[src/rtl/baby_core_p.sv]
// baby_core_p: parametrised SSEM (Manchester Baby) core with a continuously clocked run/halt/single-step FSM.
// Optional debug taps (A, CI, PI, retire pulse and counter) are enabled by defining BABY_DEBUG_EN.
module baby_core_p #(
    parameter int WORD_W = 32,
    parameter int ADDR_W = 5
) (
    input  logic              sys_clk_i,
    input  logic              rst_ni,
    input  logic              hlt_ext_i,
    input  logic              step_i,
    input  logic [WORD_W-1:0] ram_data_i,
    output logic [WORD_W-1:0] ram_data_o,
    output logic [ADDR_W-1:0] ram_addr_o,
    output logic              ram_rw_en_o,
    output logic              stop_lamp_o,
    output logic              hlt_status_o
`ifdef BABY_DEBUG_EN
    ,
    output logic [WORD_W-1:0] acc_o,
    output logic [ADDR_W-1:0] ci_o,
    output logic [WORD_W-1:0] pi_o,
    output logic              retire_o,
    output logic [15:0]       retire_cnt_o
`endif
);

    typedef enum logic [2:0] {
        S_INC,
        S_FETCH,
        S_DECODE,
        S_OPERAND,
        S_EXEC,
        S_HALT,
        S_STOP
    } state_t;

    typedef enum logic [2:0] {
        F_JMP  = 3'd0,
        F_JRP  = 3'd1,
        F_LDN  = 3'd2,
        F_STO  = 3'd3,
        F_SUB  = 3'd4,
        F_SUB2 = 3'd5,
        F_CMP  = 3'd6,
        F_STP  = 3'd7
    } func_t;

    localparam logic [ADDR_W-1:0] CI_ONE = ADDR_W'(1);

    state_t              state_q, state_d;
    logic [WORD_W-1:0]   acc_q, acc_d;
    logic [ADDR_W-1:0]   ci_q, ci_d;
    logic [ADDR_W-1:0]   piLine_q, piLine_d;
    func_t               piFunc_q, piFunc_d;
    logic                stepPrev_q;
    logic                singleStep_q, singleStep_d;

    logic                stepRise;
    logic                writeEn;
    logic                retire;
    logic [ADDR_W-1:0]   addrNext;
    logic [ADDR_W-1:0]   memLine;

    assign stepRise = step_i & ~stepPrev_q;
    assign memLine  = ram_data_i[ADDR_W-1:0];

    // Sequencer: five cycles per instruction, halt/step decisions only at the EXEC boundary.
    always_comb begin
        state_d      = state_q;
        acc_d        = acc_q;
        ci_d         = ci_q;
        piLine_d     = piLine_q;
        piFunc_d     = piFunc_q;
        singleStep_d = singleStep_q;
        addrNext     = '0;
        writeEn      = 1'b0;
        retire       = 1'b0;
        stop_lamp_o  = 1'b0;
        hlt_status_o = 1'b0;

        case (state_q)
            S_INC: begin
                ci_d    = ci_q + CI_ONE;
                state_d = S_FETCH;
            end
            S_FETCH: begin
                addrNext = ci_q;
                state_d  = S_DECODE;
            end
            S_DECODE: begin
                piLine_d = ram_data_i[ADDR_W-1:0];
                piFunc_d = func_t'(ram_data_i[15:13]);
                state_d  = S_OPERAND;
            end
            S_OPERAND: begin
                addrNext = piLine_q;
                state_d  = S_EXEC;
            end
            S_EXEC: begin
                addrNext     = piLine_q;
                retire       = 1'b1;
                singleStep_d = 1'b0;
                case (piFunc_q)
                    F_JMP:         ci_d = memLine;
                    F_JRP:         ci_d = ci_q + memLine;
                    F_LDN:         acc_d = -ram_data_i;
                    F_STO:         writeEn = 1'b1;
                    F_SUB, F_SUB2: acc_d = acc_q - ram_data_i;
                    F_CMP: begin
                        if (acc_q[WORD_W-1]) begin
                            ci_d = ci_q + CI_ONE;
                        end
                    end
                    default: ;
                endcase
                if (piFunc_q == F_STP) begin
                    state_d = S_STOP;
                end else if (hlt_ext_i || singleStep_q) begin
                    state_d = S_HALT;
                end else begin
                    state_d = S_INC;
                end
            end
            S_HALT: begin
                hlt_status_o = 1'b1;
                if (!hlt_ext_i) begin
                    state_d = S_INC;
                end else if (stepRise) begin
                    singleStep_d = 1'b1;
                    state_d      = S_INC;
                end
            end
            S_STOP: begin
                stop_lamp_o = 1'b1;
            end
            default: begin
                state_d = S_INC;
            end
        endcase
    end

    // A write in flight is suppressed as soon as reset is asserted, so it never commits.
    assign ram_addr_o  = addrNext;
    assign ram_rw_en_o = writeEn & rst_ni;
    assign ram_data_o  = (writeEn & rst_ni) ? acc_q : '0;

    always_ff @(posedge sys_clk_i) begin
        if (!rst_ni) begin
            state_q      <= S_INC;
            acc_q        <= '0;
            ci_q         <= '0;
            piLine_q     <= '0;
            piFunc_q     <= F_JMP;
            stepPrev_q   <= 1'b0;
            singleStep_q <= 1'b0;
        end else begin
            state_q      <= state_d;
            acc_q        <= acc_d;
            ci_q         <= ci_d;
            piLine_q     <= piLine_d;
            piFunc_q     <= piFunc_d;
            stepPrev_q   <= step_i;
            singleStep_q <= singleStep_d;
        end
    end

`ifdef BABY_DEBUG_EN
    logic [WORD_W-1:0] pi_q;
    logic [15:0]       retireCnt_q;

    // Full instruction word is kept only for observation; execution uses the decoded fields.
    always_ff @(posedge sys_clk_i) begin
        if (!rst_ni) begin
            pi_q        <= '0;
            retireCnt_q <= '0;
        end else begin
            if (state_q == S_DECODE) begin
                pi_q <= ram_data_i;
            end
            if (retire && (retireCnt_q != 16'hFFFF)) begin
                retireCnt_q <= retireCnt_q + 16'd1;
            end
        end
    end

    assign acc_o        = acc_q;
    assign ci_o         = ci_q;
    assign pi_o         = pi_q;
    assign retire_o     = retire;
    assign retire_cnt_o = retireCnt_q;
`endif

endmodule

[config.mk]
export PLATFORM = sky130hd
export DESIGN_NAME = baby_core_p
export DESIGN_NICKNAME = d
export VERILOG_FILES = /design/src/rtl/baby_core_p.sv
export SDC_FILE = /design/constraint.sdc
export NUM_CORES = 1
export LEC_CHECK = 0
export BUFFER_PORTS_ARGS = -buffer_cell sky130_fd_sc_hd__buf_2
export CORE_MARGIN = 2
export CORE_UTILIZATION = 30
export CTS_BUF_LIST = sky130_fd_sc_hd__clkbuf_4
export CTS_CLUSTER_SIZE = 10
export DETAILED_ROUTE_END_ITERATION = 12
export GPL_ROUTABILITY_DRIVEN = 0
export HOLD_SLACK_MARGIN = 0.02
export PLACE_DENSITY = 0.48
export RECOVER_POWER = 25
export SLEW_MARGIN = 20
export SYNTH_ARGS = -nofsm -noshare
export SYNTH_HDL_FRONTEND = slang
export SYNTH_SLANG_ARGS = --single-unit
[constraint.sdc]
create_clock -name sys_clk_i -period 3.72 [get_ports sys_clk_i]
set_clock_uncertainty 0.05 [all_clocks]
set_input_delay 0.186 -clock sys_clk_i [delete_from_list [all_inputs] [get_ports sys_clk_i]]
set_output_delay 0.186 -clock sys_clk_i [all_outputs]
set_load 0.005 [all_outputs]
==> results of run 1 <==
-- worst max-delay path, stage by stage (launching register included) --
cell,delay (ns)
dfxtp_2,0.43
nor2b_2,0.20
buf_4,0.24
nand2_1,0.12
fa_1,0.43
nor2b_1,0.18
o2111ai_1,0.17
a21oi_2,0.29
o41ai_2,0.11
a211oi_1,0.39
o2111ai_1,0.14
o211a_1,0.16
mux2i_1,0.12
a311o_1,0.31
-- final cells by class --
type | instances | share of cell area [%]
well taps | 184 | 4.364
clock buffers | 5 | 0.7116
repair buffers | 92 | 9.796
multi-input cells | 499 | 62.00
clock inverters | 3 | 1.210
inverters | 41 | 2.917
flip-flops and latches | 50 | 19.00
-- cell usage after synthesis (2+ instances only) --
cell / number
inv_1: 41
clkbuf_1: 23
and3b_1: 2
nand4_1: 6
fa_1: 2
a21oi_1: 63
o21a_1: 2
and2_1: 64
a2111oi_0: 2
a31oi_1: 8
nand2b_1: 4
buf_2: 2
a311o_1: 2
o21ai_0: 28
nor4_1: 3
ha_1: 40
nor2b_1: 8
or3_1: 6
nor3b_1: 5
o21ai_1: 6
a211oi_1: 6
o211a_1: 2
a21o_1: 17
dfxtp_1: 50
nor2_1: 47
nand3b_1: 3
a22o_1: 3
o221ai_1: 3
o211ai_1: 2
xor2_1: 12
nand4b_1: 2
nor3_1: 10
nand2_1: 71
buf_1: 5
a21oi_2: 3
and3_1: 6
o2111ai_1: 3
and4_1: 2
nand3_1: 10
xnor2_1: 11
mux2i_1: 14
-- metrics by stage --
step	utilization [%]	instance area, sq um	worst slack [ns]	cells
after global placement	34.77	5091	0.3416	858
after floorplan	-	4522	0.2535	620
after CTS	36.00	5273	0.1902	874
final	36.02	5275	0.3065	874
after global routing	36.02	5275	0.04816	874
after detailed placement	34.77	5091	0.2164	858
-- repair_timing --
item	in CTS	in global routing
setup endpoints to repair	0	1
hold buffers	8	0
gates resized for setup	0	1
endpoints found under the hold margin	8	0
-- logic make-up (layout without fill, tap and decap cells) --
logic type      after synthesis  in the layout  synth area share (%)
fa+ha+maj                    42             42                 11.95
xor+xnor                     23             23                 4.455
compound gates              166            166                 23.63
mux                          14             14                 3.099
simple gates                254            254                 28.78
buf+inv                      71            141                 5.949
flops                        50             50                 22.14
-- registers in the layout, summed over array words and instances (netlist names) --
name,flops
piLine_q,5
ci_q,5
piFunc_q,3
state_q,3
singleStep_q,1
acc_q,32
stepPrev_q,1
-- routing by layer --
layer / routed length [microns] / track usage, % / up-vias
met2: 5541 / 25.76 / 91
met5: 0 / 0 / -
met4: 145 / 4.654 / 0
met3: 529 / 2.446 / 8
li1: - / - / 2306
met1: 6631 / 22.88 / 2042
-- layout by cell type (no fill, tap or decap), types with 6 or more instances in the layout --
cell type      count
a211oi_1           6
a21o_1            17
a21oi_1           63
a31oi_1            8
and2_1            63
and3_1             6
buf_2             73
buf_4              8
dfxtp_1           49
dlygate4sd3_1      8
ha_1              40
inv_1             41
mux2i_1           14
nand2_1           71
nand3_1           10
nand4_1            6
nor2_1            45
nor2b_1            7
nor3_1            10
o21ai_0           28
or3_1              6
xnor2_1           11
xor2_1            12
-- power groups by stage --
stage	logic [W]	clock network, W	registers, W
after floorplan	0.000151	0	0.000569
after global placement	0.000208	0	0.000581
after detailed placement	0.000210	0	0.000582
after CTS	0.000218	0.000449	0.000570
after global routing	0.000243	0.000464	0.000575
final	0.000215	0.000431	0.000571
-- final timing paths --
kind	from	end	slack, ns	cells past startpoint
worst min register to register	acc_q[24]	acc_q[24]	0.42	2
worst max register to register	piFunc_q[2]	acc_q[30]	0.31	13
worst min-delay path	ram_data_i[0]	piLine_q[0]	0.04	3
worst max-delay path	piFunc_q[2]	acc_q[30]	0.31	13
==> results.tsv, run 1 <==
stage	metric	value	unit
status	status	finished clean	
flow_run	drv_cap	0	
power	share_seq_of_total_power	46.9	%
logic_synthesis	synth_top_area_share	22.14	%
logic_synthesis	synthCells	620	
power	p_comb_share	17.7	%
sta	rsz0062_at_grt	no	
route	avgRoutedWirePerCell	14.70	microns
grt	globalRouteOverflowTotal	0	
cts	cts_setup_buffers	0	
finish	multiInputGateArea	0.003271	sq mm
finish	antenna_cells	0	
logic_synthesis	synth_area	0.004522	sq mm
sta	setup_violations	0	
route	drt_iter0_markers	216	
grt	grt_pass1_wl	21280	microns
power	clkPwrFrac	35.4	%
grt	grt_pass1_vias	4381	
route	dr.pass1.iters	5	
sta	hold_viol_final	0	
finish	area.growth.synth_to_final	16.66	%
sta	max-slew-margin-rel	46.31	%
sta	clock.fmax	293.0	MHz
cts	cts_sinks	50	
worst_setup_path	endpoint_kind	flop	
logic_synthesis	synthArstFlopShare	0	%
worst_setup_path	crit_type	reg -> reg	
logic_synthesis	synth_nets	698	
power	leakagePower	2.506	nW
worst_setup_path	required	4.03	ns
power	powerDensity	230.7	mW/mm^2
grt	antenna_found_initial	0	
cts	cts_root_buffer	clkbuf_4	
finish	layout-drive-gt1-share	15.07	%
cts	path_clk_slew	0.17	ns
die	coreArea	0.01464	sq mm
grt	gr-usage-all-layers	16.22	%
worst_setup_path	cp.arrival	3.72	ns
cts	htree_levels	2	
die	row_count	44	
logic_synthesis	ys_seq_area_share	22.14	%
sta	tns	0	ns
power	p_int	0.0008471	W
die	start_util	30.88	%
finish	register_area	0.001002	sq mm
placement	dp_hpwl	9770	microns
die	die-area	0.01607	sq mm
logic_synthesis	yosys_warnings	0	
logic_synthesis	synth-edff-count	0	
logic_synthesis	ys_ff_latch	50	
sta	whs	0.04276	ns
logic_synthesis	synth_top_area_cell	dfxtp_1	
min_path	worstHoldPathType	in -> reg	
sta	min_period_over_period	91.76	%
die	io_pins	76	
route	drc	0	
grt	grt_max_degree	24	
sta	period_needed	3.413	ns
worst_setup_path	start_kind	flop	
placement	io_buffers	75	
power	ir_drop	0.1083	mV
logic_synthesis	syn-mean-instance-area	7.293	sq um
die	die_height	126.8	microns
cts	insertion_delay	0.45	ns
die	die_x	126.8	microns
finish	final_nets	767	
power	finalPower	0.001217	W
worst_setup_path	cp_max_fo	19	
power	p_sw_share	30.41	%
route	final_antenna_net_count	0	
cts	clockBufferDepth	2	
logic_synthesis	synth-main-ff-cell	dfxtp_1	
power	p_sw	0.0003701	W
route	vias_per_cell	5.088	
route	wirelength	12850	microns
sta	max_slew.worst_pin.slew	0.8045	ns
cts	cts_tree	built	
logic_synthesis	synth_area_leaders	dfxtp_1 (22%), ha_1 (11%), and2_1 (8.9%), a21oi_1 (7.0%), nand2_1 (5.9%)	
sta	maxSlewViolCount	0	
logic_synthesis	synth_cell_type_count	62	
finish	nFillCells	1610	
cts	cts_buffers	5	
route	vias	4447	
Note: power is estimated with default switching activity, not from simulation.
==> run 2: changes to the inputs <==
- CELL_PAD_IN_SITES_DETAIL_PLACEMENT: not set -> 1
- CELL_PAD_IN_SITES_GLOBAL_PLACEMENT: not set -> 1
- PLACE_DENSITY: 0.48 -> 0.62
==> results.tsv, run 2 (synthesis results as in run 1) <==
stage	metric	value	unit
finish	top_register	acc_q	
cts	htree_levels	2	
die	die-area	0.01607	sq mm
sta	whs	0.07442	ns
cts	insertion_delay	0.42	ns
cts	path_clk_slew	0.18	ns
finish	antenna_cells	0	
sta	setup_violations	0	
worst_setup_path	cp_cell_sequence	nor2b_4, buf_4, nand2_1, fa_1, nor2b_1, o2111ai_1, a21oi_2, o41ai_2, a211oi_1, o2111ai_1, o211a_1, mux2i_1, a311o_1	
finish	area.growth.synth_to_final	15.38	%
worst_setup_path	endpoint_kind	flop	
sta	max_slew.worst_pin.slew	0.7695	ns
power	clkPwrFrac	25.9	%
power	share_seq_of_total_power	52.9	%
power	finalPower	0.001078	W
grt	antenna_found_initial	0	
flow_run	drv_cap	0	
worst_setup_path	crit_slowest_cell	fa_1	
worst_setup_path	rrSetupSlack	0.29	ns
worst_setup_path	critical_path.max_stage_delay	0.44	ns
cts	cts_setup_buffers	0	
cts	cts_tree	built	
power	ir_drop	0.1045	mV
power	p_sw	0.0003573	W
placement	dp_hpwl	11500	microns
sta	min_period_over_period	92.20	%
worst_setup_path	r2r-end	acc_q[30]	
route	drt_iter0_markers	207	
die	io_pins	76	
worst_setup_path	r2r_cells	13	
sta	period_needed	3.430	ns
min_path	whs_path_depth	3	
grt	grt_pass1_wl	24810	microns
worst_setup_path	required	4.01	ns
sta	tns	0	ns
finish	final_cell_mix	buf_2 (72), nand2_1 (71), and2_1 (63), a21oi_1 (63), dfxtp_1 (50)	
worst_setup_path	r2r-start	piFunc_q[2]	
route	drc	0	
worst_setup_path	cp_max_fo	13	
finish	final_nets	767	
grt	gr-usage-all-layers	19.08	%
placement	place_area	0.005106	sq mm
worst_setup_path	start_kind	flop	
die	start_util	30.88	%
die	die_x	126.8	microns
route	avgRoutedWirePerCell	17.16	microns
route	final_antenna_net_count	0	
min_path	hp-start	hlt_ext_i	
power	p_sw_share	33.15	%
sta	max-slew-margin-rel	48.65	%
route	vias_per_cell	5.189	
cts	cts_root_buffer	clkbuf_4	
route	dr.pass1.iters	4	
power	powerDensity	206.6	mW/mm^2
route	wirelength	15000	microns
placement	io_buffers	75	
cts	clockBufferDepth	2	
finish	largest_reg_flops	32	
sta	hold_viol_final	0	
grt	grt_pass1_vias	4715	
worst_setup_path	critPathMostFrequentCell	o2111ai_1	
power	p_int	0.0007206	W
sta	maxSlewViolCount	0	
min_path	hold_end	singleStep_q	
power	p_comb_share	21.2	%
min_path	worstHoldPathType	in -> reg	
worst_setup_path	crit_type	reg -> reg	
sta	clock.fmax	291.5	MHz
worst_setup_path	crit_buf_inv	1	
sta	rsz0062_at_grt	no	
die	coreArea	0.01464	sq mm
status	status	finished clean	
worst_setup_path	cp_top_family	compound AO/OA/AOI/OAI gates	
finish	fin_area	0.005218	sq mm
finish	layout-drive-gt1-share	15.07	%
finish	final_common_cell	buf_2	
finish	top_regs	acc_q (32), ci_q (5), piLine_q (5)	
worst_setup_path	cp.arrival	3.72	ns
cts	cts_sinks	50	
die	row_count	44	
cts	cts_buffers	5	
die	die_height	126.8	microns
grt	grt_max_degree	29	
grt	globalRouteOverflowTotal	0	
finish	nFillCells	1843	
route	vias	4535	
power	leakagePower	2.484	nW
-- run 2: final cells by class --
cell class                 instances  area (sq um)  share of cell area [%]
tap                              184         230.2                   4.412
inverter                          41         153.9                   2.950
multi-input combinational        499          3268                   62.64
clock inverter                     2         8.758                  0.1679
timing repair buffer              92         510.5                   9.784
sequential                        50          1001                   19.18
clock buffer                       6         45.04                  0.8633
-- run 2: repair_timing --
item,CTS,global route
resized for setup,0,1
hold endpoints to repair,6,0
hold buffers,6,0
endpoints found under the setup margin,0,6
-- run 2: power by group through the flow --
stage	Combinational, W	Clock (W)	Sequential, W
2_1_floorplan	0.000151	0	0.000569
3_3_place_gp	0.000217	0	0.000580
3_5_place_dp	0.000224	0	0.000581
4_1_cts	0.000230	0.000296	0.000569
5_1_grt	0.000257	0.000315	0.000573
6_report	0.000229	0.000279	0.000570
-- run 2: worst max path at each step --
| stage | from | to | slack [ns] | depth (start not counted) |
|---|---|---|---|---|
| 2_1_floorplan | piFunc_q[2] | acc_q[30] | 0.25 | 16 |
| 3_3_place_gp | piFunc_q[2] | acc_q[30] | 0.27 | 13 |
| 3_5_place_dp | piFunc_q[2] | acc_q[30] | 0.1 | 13 |
| 4_1_cts | piFunc_q[2] | acc_q[30] | 0.09 | 13 |
| 5_1_grt | piFunc_q[2] | acc_q[30] | 0.03 | 13 |
| 6_report | piFunc_q[2] | acc_q[30] | 0.29 | 13 |
-- run 2: per-layer routing --
layer	vias to the layer above	routed length (microns)	global-route usage [%]
met5	-	0	0
met4	0	159	3.491
met3	9	409	2.741
met2	67	6883	31.38
met1	2154	7544	26.88
li1	2305	-	-
-- run 2: through the flow --
step / worst slack (ns) / cells / utilization [%]
global route: 0.02655 / 874 / 35.63
global placement: 0.2714 / 860 / 34.87
CTS: 0.08673 / 874 / 35.65
detailed placement: 0.09770 / 860 / 34.87
floorplan: 0.2535 / 620 / -
finish: 0.2900 / 874 / 35.63
-- run 2: worst min-delay path: cells and delay by family --
family          cells  cell delay, ns
buf+inv             1            0.12
compound gates      1            0.09
simple gates        1            0.12
